--- src/rtl/coreriscv_axi4_locking_xbar_bus.sv ---
// ---------------------------------------------------------------------------
// coreriscv_axi4_locking_xbar_bus
//
// Purpose: NUM_IN sources compete through a locking round-robin arbiter.
// The winning beat is captured in a one-entry registered stage and steered
// to one of NUM_OUT destinations by its header dst. A multi-beat message
// (has_data=1, BEATS beats) keeps the grant until its last beat is accepted.
// Beats whose dst is out of range are accepted, discarded, and flagged on
// io_err_dst one cycle later.
//
// Ports:
//   clk, reset        clock, synchronous active-high reset
//   io_in_valid/ready per-source handshake (ready only on the granted source)
//   io_in_has_data    1 = BEATS-beat message, 0 = single beat
//   io_in_src/dst     packed headers, source i at [i*IDX_W +: IDX_W]
//   io_in_payload     packed payloads, source i at [i*PAYLOAD_W +: PAYLOAD_W]
//   io_out_valid      per-destination valid (stage valid & stage dst == k)
//   io_out_ready      per-destination ready
//   io_out_src/dst    registered header, shared by all destinations
//   io_out_payload    registered payload, shared by all destinations
//   io_chosen         currently granted source (combinational)
//   io_err_dst        one-cycle pulse for a dropped out-of-range beat
// ---------------------------------------------------------------------------
module coreriscv_axi4_locking_xbar_bus #(
  parameter int NUM_IN    = 4,
  parameter int NUM_OUT   = 4,
  parameter int IDX_W     = 3,
  parameter int PAYLOAD_W = 96,
  parameter int BEATS     = 8
) (
  input  logic                         clk,
  input  logic                         reset,
  input  logic [NUM_IN-1:0]            io_in_valid,
  output logic [NUM_IN-1:0]            io_in_ready,
  input  logic [NUM_IN-1:0]            io_in_has_data,
  input  logic [NUM_IN*IDX_W-1:0]      io_in_src,
  input  logic [NUM_IN*IDX_W-1:0]      io_in_dst,
  input  logic [NUM_IN*PAYLOAD_W-1:0]  io_in_payload,
  output logic [NUM_OUT-1:0]           io_out_valid,
  input  logic [NUM_OUT-1:0]           io_out_ready,
  output logic [IDX_W-1:0]             io_out_src,
  output logic [IDX_W-1:0]             io_out_dst,
  output logic [PAYLOAD_W-1:0]         io_out_payload,
  output logic [IDX_W-1:0]             io_chosen,
  output logic                         io_err_dst
);

  localparam int SLOTS = 2 ** IDX_W;
  localparam int CNT_W = (BEATS > 2) ? $clog2(BEATS) : 1;

  // Stage-1 (registered output) state
  logic                 vld_p1_q, vld_p1_d;
  logic [IDX_W-1:0]     src_p1_q, src_p1_d;
  logic [IDX_W-1:0]     dst_p1_q, dst_p1_d;
  logic [PAYLOAD_W-1:0] payload_p1_q, payload_p1_d;
  logic                 err_q, err_d;

  // Arbiter / lock state
  logic                 lock_q, lock_d;
  logic [CNT_W-1:0]     beat_cnt_q, beat_cnt_d;
  logic [IDX_W-1:0]     lock_src_q, lock_src_d;
  logic [IDX_W-1:0]     last_grant_q, last_grant_d;

  // Inputs re-shaped into arrays covering every IDX_W index, so that any
  // header/grant value can index them directly; unused slots read as zero.
  logic                 in_valid_s    [SLOTS];
  logic                 in_has_data_s [SLOTS];
  logic [IDX_W-1:0]     in_src_s      [SLOTS];
  logic [IDX_W-1:0]     in_dst_s      [SLOTS];
  logic [PAYLOAD_W-1:0] in_payload_s  [SLOTS];
  logic                 out_ready_s   [SLOTS];

  for (genvar i = 0; i < SLOTS; i++) begin : g_slot
    if (i < NUM_IN) begin : g_src
      assign in_valid_s[i]    = io_in_valid[i];
      assign in_has_data_s[i] = io_in_has_data[i];
      assign in_src_s[i]      = io_in_src[i*IDX_W +: IDX_W];
      assign in_dst_s[i]      = io_in_dst[i*IDX_W +: IDX_W];
      assign in_payload_s[i]  = io_in_payload[i*PAYLOAD_W +: PAYLOAD_W];
    end else begin : g_src_pad
      assign in_valid_s[i]    = 1'b0;
      assign in_has_data_s[i] = 1'b0;
      assign in_src_s[i]      = '0;
      assign in_dst_s[i]      = '0;
      assign in_payload_s[i]  = '0;
    end
    if (i < NUM_OUT) begin : g_dst
      assign out_ready_s[i] = io_out_ready[i];
    end else begin : g_dst_pad
      assign out_ready_s[i] = 1'b0;
    end
  end

  // ---- Stage 0: arbitration and input handshake ----
  logic [IDX_W-1:0] grant;
  logic [IDX_W-1:0] scan_idx;
  logic             any_vld;
  logic             grant_vld;

  always_comb begin
    any_vld  = 1'b0;
    grant    = last_grant_q;
    scan_idx = last_grant_q;
    // Scan upward from last_grant+1, wrapping at NUM_IN; first hit wins.
    for (int k = 0; k < NUM_IN; k++) begin
      if (scan_idx == IDX_W'(NUM_IN - 1)) scan_idx = '0;
      else                                scan_idx = scan_idx + 1'b1;
      if (!any_vld && in_valid_s[scan_idx]) begin
        any_vld = 1'b1;
        grant   = scan_idx;
      end
    end
    // A locked message owns the grant even while its source is idle.
    if (lock_q) begin
      grant     = lock_src_q;
      grant_vld = in_valid_s[lock_src_q];
    end else begin
      grant_vld = any_vld;
    end
  end

  logic out_fire;
  logic stage_free;
  logic accept;
  logic dst_ok;

  assign out_fire   = vld_p1_q & out_ready_s[dst_p1_q];
  assign stage_free = ~vld_p1_q | out_fire;
  assign accept     = grant_vld & stage_free & ~reset;
  assign dst_ok     = int'(in_dst_s[grant]) < NUM_OUT;

  assign io_chosen = grant;

  for (genvar i = 0; i < NUM_IN; i++) begin : g_ready
    assign io_in_ready[i] = stage_free & ~reset & (grant == IDX_W'(i));
  end

  always_comb begin
    vld_p1_d     = vld_p1_q;
    src_p1_d     = src_p1_q;
    dst_p1_d     = dst_p1_q;
    payload_p1_d = payload_p1_q;
    err_d        = 1'b0;
    lock_d       = lock_q;
    beat_cnt_d   = beat_cnt_q;
    lock_src_d   = lock_src_q;
    last_grant_d = last_grant_q;

    // Load on a good accept; a simultaneous drain is simply overwritten.
    if (accept && dst_ok) begin
      vld_p1_d     = 1'b1;
      src_p1_d     = in_src_s[grant];
      dst_p1_d     = in_dst_s[grant];
      payload_p1_d = in_payload_s[grant];
    end else if (out_fire) begin
      vld_p1_d = 1'b0;
    end

    // Bad-dst beats still count toward the lock so the message drains whole.
    if (accept) begin
      err_d = ~dst_ok;
      if (!lock_q) begin
        if (in_has_data_s[grant]) begin
          lock_d     = 1'b1;
          beat_cnt_d = CNT_W'(1);
          lock_src_d = grant;
        end else begin
          last_grant_d = grant;
        end
      end else if (beat_cnt_q == CNT_W'(BEATS - 1)) begin
        lock_d       = 1'b0;
        beat_cnt_d   = '0;
        last_grant_d = lock_src_q;
      end else begin
        beat_cnt_d = beat_cnt_q + 1'b1;
      end
    end
  end

  always_ff @(posedge clk) begin
    if (reset) begin
      vld_p1_q     <= 1'b0;
      err_q        <= 1'b0;
      lock_q       <= 1'b0;
      beat_cnt_q   <= '0;
      lock_src_q   <= '0;
      last_grant_q <= IDX_W'(NUM_IN - 1);
    end else begin
      vld_p1_q     <= vld_p1_d;
      err_q        <= err_d;
      lock_q       <= lock_d;
      beat_cnt_q   <= beat_cnt_d;
      lock_src_q   <= lock_src_d;
      last_grant_q <= last_grant_d;
    end
  end

  always_ff @(posedge clk) begin
    src_p1_q     <= src_p1_d;
    dst_p1_q     <= dst_p1_d;
    payload_p1_q <= payload_p1_d;
  end

  // ---- Stage 1: registered outputs ----
  for (genvar k = 0; k < NUM_OUT; k++) begin : g_route
    assign io_out_valid[k] = vld_p1_q & ~reset & (dst_p1_q == IDX_W'(k));
  end

  assign io_out_src     = src_p1_q;
  assign io_out_dst     = dst_p1_q;
  assign io_out_payload = payload_p1_q;
  assign io_err_dst     = err_q & ~reset;

endmodule
--- config.mk ---
export PLATFORM = sky130hd
export DESIGN_NAME = coreriscv_axi4_locking_xbar_bus
export DESIGN_NICKNAME = d
export VERILOG_FILES = /design/src/rtl/coreriscv_axi4_locking_xbar_bus.sv
export SDC_FILE = /design/constraint.sdc
export NUM_CORES = 1
export LEC_CHECK = 0
export BUFFER_PORTS_ARGS = -buffer_cell sky130_fd_sc_hd__buf_2
export CORE_AREA = 2 2 210 212
export CTS_BUF_LIST = sky130_fd_sc_hd__clkbuf_2
export DETAILED_ROUTE_END_ITERATION = 12
export DIE_AREA = 0 0 212 214
export SYNTH_ARGS = -nofsm -noshare
export SYNTH_HDL_FRONTEND = slang
export SYNTH_SLANG_ARGS = --single-unit
--- constraint.sdc ---
create_clock -name clk -period 6.46 [get_ports clk]
set_input_delay 0.323 -clock clk [delete_from_list [all_inputs] [get_ports clk]]
set_output_delay 0.323 -clock clk [all_outputs]
set_load 0.01 [all_outputs]
==> results of run 1 <==
[metal layers]
metal | vias up | part of all wire (%) | track usage (%)
li1 | 4797 | - | -
met1 | 4763 | 39 | 16.6
met2 | 520 | 50 | 27.9
met3 | 58 | 8.0 | 4.35
met4 | 4 | 3.1 | 5.73
met5 | - | 0.075 | 0
[sequential cells by signal, summed over array words and instances (netlist names)]
signal	count
beat_cnt_q	3
err_q	1
io_out_dst	3
io_out_payload	96
io_out_src	3
last_grant_q	3
lock_q	1
lock_src_q	3
vld_p1_q	1
[layout make-up]
| class | count | area share [%] |
|---|---|---|
| Antenna cell | 7 | 0.131 |
| Tap cell | 585 | 5.47 |
| Timing Repair Buffer | 750 | 36.2 |
| Inverter | 11 | 0.383 |
| Clock buffer | 18 | 0.673 |
| Sequential cell | 114 | 24.7 |
| Multi-Input combinational cell | 743 | 31.1 |
| Clock inverter | 14 | 1.40 |
[logic make-up (layout without fill, tap and decap cells)]
group	count (synthesis)	count (layout)	synth area share (%)
AO/OA/AOI/OAI	150	150	17.3
XOR/XNOR	1	1	0.111
adder cells (fa/ha/maj)	6	6	0.948
buffers and inverters	96	793	5.80
flip-flops	114	114	41.7
multiplexers	21	21	2.94
other	0	7	0
AND/OR/NAND/NOR	565	565	31.2
[synthesized netlist by cell type (all sizes together) (2+ instances only)]
| cell | n |
|---|---|
| a21oi | 10 |
| dfxtp | 12 |
| nand2b | 7 |
| buf | 47 |
| nor2b | 4 |
| o21ai | 12 |
| nand3b | 3 |
| clkbuf | 38 |
| a311oi | 101 |
| o211ai | 5 |
| inv | 11 |
| edfxtp | 102 |
| mux2 | 5 |
| a211oi | 4 |
| ha | 6 |
| nor3 | 2 |
| nand2 | 414 |
| o41ai | 2 |
| o221ai | 2 |
| a31oi | 2 |
| nor3b | 3 |
| o22ai | 3 |
| and2 | 3 |
| mux2i | 15 |
| and3 | 103 |
| nor2 | 17 |
| or2 | 3 |
[repair_timing]
action | CTS | global route
hold buffers | 204 | 0
endpoints found under the setup margin | 0 | 0
hold endpoints to repair | 112 | 0
[power by group through the flow]
stage | logic [mW] | registers, mW | clock network [mW]
floorplan | 2.97 | 1.80 | 0
global placement | 4.37 | 1.67 | 0
detailed placement | 4.40 | 1.67 | 0
CTS | 5.67 | 1.65 | 0.607
global route | 6.19 | 1.68 | 0.635
finish | 5.68 | 1.64 | 0.567
[per-stage QoR]
| step | total power, mW | utilization, % | instances |
|---|---|---|---|
| after floorplan | 4.77 | - | 953 |
| after global placement | 6.03 | 25.8 | 1999 |
| after detailed placement | 6.07 | 25.8 | 1999 |
| after CTS | 7.93 | 31.2 | 2235 |
| after global routing | 8.51 | 31.2 | 2238 |
| final | 7.89 | 31.2 | 2242 |
[how the worst max path moves through the flow]
| stage | startpoint | to | slack [ns] | cells past startpoint |
|---|---|---|---|---|
| floorplan | last_grant_q[0]$_SDFFE_PP1P_ | io_out_dst[0]$_DFFE_PP_ | 1.23 | 12 |
| global placement | last_grant_q[0]$_SDFFE_PP1P_ | io_out_payload[30]$_DFFE_PP_ | 1.50 | 11 |
| detailed placement | last_grant_q[0]$_SDFFE_PP1P_ | io_out_payload[48]$_DFFE_PP_ | 1.55 | 11 |
| CTS | last_grant_q[0]$_SDFFE_PP1P_ | io_out_dst[0]$_DFFE_PP_ | 0.97 | 14 |
| global route | last_grant_q[0]$_SDFFE_PP1P_ | io_out_dst[0]$_DFFE_PP_ | 0.55 | 14 |
| finish | last_grant_q[0]$_SDFFE_PP1P_ | io_out_dst[0]$_DFFE_PP_ | 1.04 | 14 |
[tightest hold or removal path: cells and delay by family]
family | cells | cell delay (ns)
muxes | 2 | 0.27
AOI/OAI and AO/OA | 2 | 0.19
buffers and inverters | 1 | 0.10
==> impl_metrics.yaml, run 1 <==
route:
  num_vias: 10100
  dr.pass1.iters: 5
  drt_wl_total_um: 36100
  via_per_inst: 4.52
  post_drt_wl_per_cell_um: 16.1
  drtIter0Drc: 546
  final_antenna_net_count: 0
  drcViolationCount: 0
min_path:
  worstHoldStart: "io_out_ready[1]"
  hold_end: "vld_p1_q$_SDFFE_PP0P_"
  min_path_type: "input pin to flop"
  hold_depth: 5
floorplan:
  initial_core_util_pct: 18.5
  die_area_um2: 45400
  die_y_um: 214
  rows: 76
  die_x_um: 212
  core_um2: 42900
  io-pin-count: 536
clocking:
  cts_tree: "yes"
  post_cts_buffers: 0
  cts-root-buf: "clkbuf_2"
  ctsResizeCount: 0
  cts_buffers: 17
  clk-insertion-delay-late_ns: 0.75
  cts_max_level: 4
  max-clock-path-buffers: 2
  clk_pin_slew_ns: 0.22
  numClockSinks: 114
setup_path:
  required_ns: 7.07
  crit_fanout: 78
  end_kind: "flop"
  cp_slowest_cell: "ha_1"
  critPathTopFamily: "buffers and inverters"
  critPathLaunchType: "flop"
  r2r_start: "last_grant_q[0]$_SDFFE_PP1P_"
  cp_data_arrival_time_ns: 6.03
  path_class: "flop to flop"
  timing.rr.end: "io_out_dst[0]$_DFFE_PP_"
  crit_path_max_incr_delay_ns: 0.65
  cp_num_buf_inv: 5
  reg2reg_depth: 14
  r2r_setup_slack_ns: 1.04
  path_cells: "inv_1 > ha_1 > mux2i_1 > a21oi_1 > o21ai_0 > a221oi_2 > o221ai_4 > buf_4 > buf_4 > nand2_1 > and3_1 > dlygate4sd3_1 > a311oi_1 > dlygate4sd3_1"
global_route:
  grt_max_degree: 88
  grt_pass1_vias: 10000
  grt_overflow: 0
  antenna_found_initial: 8
  grt_use_total_pct: 15.3
  grt_first_pass_wirelength_um: 53700
timing:
  post-route-period-util_pct: 83.9
  min_period_ns: 5.42
  fin_ws_ns: 1.04
  worst_slew_pin_slew_ns: 0.795
  slew_viol_final: 0
  fin_tns_setup_ns: 0
  holdWs_ns: 0.155
  max_slew_margin_pct: 47.0
  setup_viol: 0
  clock.fmax_mhz: 184
  final-hold-violation-count: 0
  finClkSkew_ns: 0.0497
  rsz0062_at_grt: "no"
synth:
  synth_cells: 953
  synth_fp_nets: 1381
  synth_seq_cells: 114
  synth_cell_type_count: 55
  synth_edf_count: 102
  seq_area_frac_synth_pct: 41.7
  synthTopCellsByArea: "edfxtp_1 39%, nand2_1 20%, a311oi_1 9.2%, and3_1 8.1%, a311oi_2 3.4%"
  yosysWarningCount: 0
  synth_top_area_share_pct: 38.7
  synth_top_cell_by_area: "edfxtp_1"
  syn-cell-area_um2: 7920
  async_flop_share_pct: 0
  synth_area_per_cell_um2: 8.31
  synthFlopType: "edfxtp_1"
placed_design:
  gp_congestion: 0.962
  placed_area_um2: 11000
  dp_hpwl_um: 27000
  numPortBuffers: 535
  pre_cts_slack_ns: 1.55
cells_and_area:
  layout-drive-gt1-share_pct: 37.2
  nFillCells: 4484
  design_area_um2: 13400
  seqCellArea_um2: 3300
  final_common_cell: "buf_2"
  fin_nets: 2065
  area_growth_syn_to_layout_pct: 69.1
  multi_input_area_um2: 4160
  layout_common_cells: "535 x buf_2, 414 x nand2_1, 204 x dlygate4sd3_1"
flow_run:
  drv_cap: 0
pwr:
  clkPwrFrac_pct: 7.2
  swShare_pct: 43.4
  peakVddDrop_v: 0.000318
  power_leakage_nw: 6.30
  power.share.combinational_pct: 72.0
  p_sw_mw: 3.43
  intPower_mw: 4.46
  powerDensity_nw_per_um2: 590
  pwr-share-seq_pct: 20.8
outcome:
  status: "finished clean"
Power figures use the tool's default switching activity.
==> inputs of run 2 (changes only) <==
Settings changed: CORE_AREA 2 2 210 212 to 2 2 207 209, DIE_AREA 0 0 212 214 to 0 0 209 211.
Clock period 6.46 ns to 4.5 ns, I/O delays scaled along.
==> impl_metrics.yaml, run 2 (same netlist as run 1, synthesis figures left out) <==
route:
  post_drt_wl_per_cell_um: 16.7
  final_antenna_net_count: 0
  drcViolationCount: 0
  num_vias: 10200
  via_per_inst: 4.63
  drtIter0Drc: 548
  dr.pass1.iters: 6
  drt_wl_total_um: 36900
timing:
  post-route-period-util_pct: 96.6
  finClkSkew_ns: 0.0409
  worst_slew_pin_slew_ns: 0.636
  slew_viol_final: 0
  setup_viol: 0
  clock.fmax_mhz: 230
  final-hold-violation-count: 0
  max_slew_margin_pct: 57.6
  min_period_ns: 4.35
  fin_ws_ns: 0.152
global_route:
  grt_overflow: 0
  grt_use_total_pct: 15.9
  grt_max_degree: 79
  grt_first_pass_wirelength_um: 54000
  grt_pass1_vias: 9987
  antenna_found_initial: 7
floorplan:
  die_y_um: 211
  die_x_um: 209
  initial_core_util_pct: 19.0
  rows: 75
  core_um2: 41800
  io-pin-count: 536
  die_area_um2: 44100
placed_design:
  gp_congestion: 0.904
  dp_hpwl_um: 27300
  placed_area_um2: 11200
  numPortBuffers: 535
  pre_cts_slack_ns: 0.537
clocking:
  cts-root-buf: "clkbuf_2"
  cts_tree: "yes"
  clk_pin_slew_ns: 0.18
  cts_max_level: 4
  max-clock-path-buffers: 2
  numClockSinks: 114
  cts_buffers: 17
  clk-insertion-delay-late_ns: 0.76
cells_and_area:
  design_area_um2: 13500
  fin_nets: 2081
  layout-drive-gt1-share_pct: 38.2
  layout_common_cells: "535 x buf_2, 414 x nand2_1, 209 x dlygate4sd3_1"
  final_common_cell: "buf_2"
  largest_reg_flops: 96
  area_growth_syn_to_layout_pct: 71.1
pwr:
  power_leakage_nw: 6.41
  powerDensity_nw_per_um2: 861
  peakVddDrop_v: 0.000772
setup_path:
  path_class: "flop to flop"
  critPathLaunchType: "flop"
  cp_data_arrival_time_ns: 4.88
  crit_fanout: 54
  required_ns: 5.03
  end_kind: "flop"
  path_cells: "inv_1 > ha_4 > mux2i_2 > a21oi_2 > a2bb2oi_1 > o32ai_1 > a211oi_1 > o22ai_4 > inv_4 > buf_4 > and3_1 > a311oi_1 > dlygate4sd3_1"
  cp_slowest_cell: "dlygate4sd3_1"
  crit_path_max_incr_delay_ns: 0.58
flow_run:
  drv_cap: 0
outcome:
  status: "finished clean"
min_path:
  min_path_type: "input pin to flop"
## run 2: cell types whose count changed in the layout (fill, tap and decap cells not counted), sizes merged
cell	previous run	this run
buf	546	557
dlygate4sd3	204	209
clkbuf	18	22
diode	7	4
inv	12	10
bufinv	4	3
clkinvlp	3	2
## run 2: critical path, delay by kind of cell (launching register included)
kind / cells / cell delay [ns]
DFF: 1 / 0.41
and+or+nand+nor: 1 / 0.28
buffers and inverters: 4 / 1.53
muxes: 1 / 0.42
adders and majority gates: 1 / 0.38
AOI/OAI and AO/OA: 6 / 1.10
## run 2: power by group
part           leakage [nW]  internal [mW]  total, mW  switching [mW]
Clock                 0.158          0.319      0.758           0.439
Combinational          5.21           4.13       8.54            4.41
Sequential             1.04           2.14       2.37           0.224
## run 2: layer usage
metal  vias up  track usage (%)  wire length, µm
met3        73             3.85             2370
met2       519             28.9            18500
met1      4798             17.6            14500
met5         -                0               13
met4         2             7.39             1450
li1       4825                -                -
## run 2: path summary, 6_finish.rpt
kind / to / cells after the start / slack [ns] / from
max: io_out_payload[10]$_DFFE_PP_ / 13 / 0.15 / last_grant_q[1]$_SDFFE_PP1P_
min reg2reg: beat_cnt_q[1]$_SDFFE_PP0P_ / 2 / 0.53 / beat_cnt_q[1]$_SDFFE_PP0P_
min: beat_cnt_q[0]$_SDFFE_PP0P_ / 5 / 0.20 / io_in_has_data[3]
max reg2reg: io_out_payload[10]$_DFFE_PP_ / 13 / 0.15 / last_grant_q[1]$_SDFFE_PP1P_
## run 2: final cells by class
class / count / area, µm²
tap: 539 / 674
clock inverter: 10 / 135
multi-input combinational: 743 / 4230
inverter: 11 / 55.1
antenna: 4 / 10.0
timing repair buffer: 766 / 5020
clock buffer: 22 / 110
sequential: 114 / 3310
fill: 4341 / 28200
## run 2: timing repair
| item | CTS | global route |
|---|---|---|
| hold buffers | 209 | 0 |
| hold endpoints to repair | 114 | 0 |
| gates resized for setup | 4 | 9 |
| setup buffers | 0 | 0 |
| endpoints found under the setup margin | 4 | 97 |
## run 2: through the flow
| stage | hold WS (ns) | instances | util [%] | power [mW] | setup TNS, ns |
|---|---|---|---|---|---|
| floorplan | 0.409 | 953 | - | 6.89 | -10.46 |
| global placement | 0.491 | 1964 | 26.7 | 8.96 | 0 |
| detailed placement | 0.504 | 1964 | 26.7 | 9.03 | 0 |
| CTS | 0.0154 | 2205 | 32.3 | 11.7 | 0 |
| global route | 0.0699 | 2208 | 32.4 | 12.6 | -0.139 |
| finish | 0.200 | 2209 | 32.4 | 11.7 | 0 |
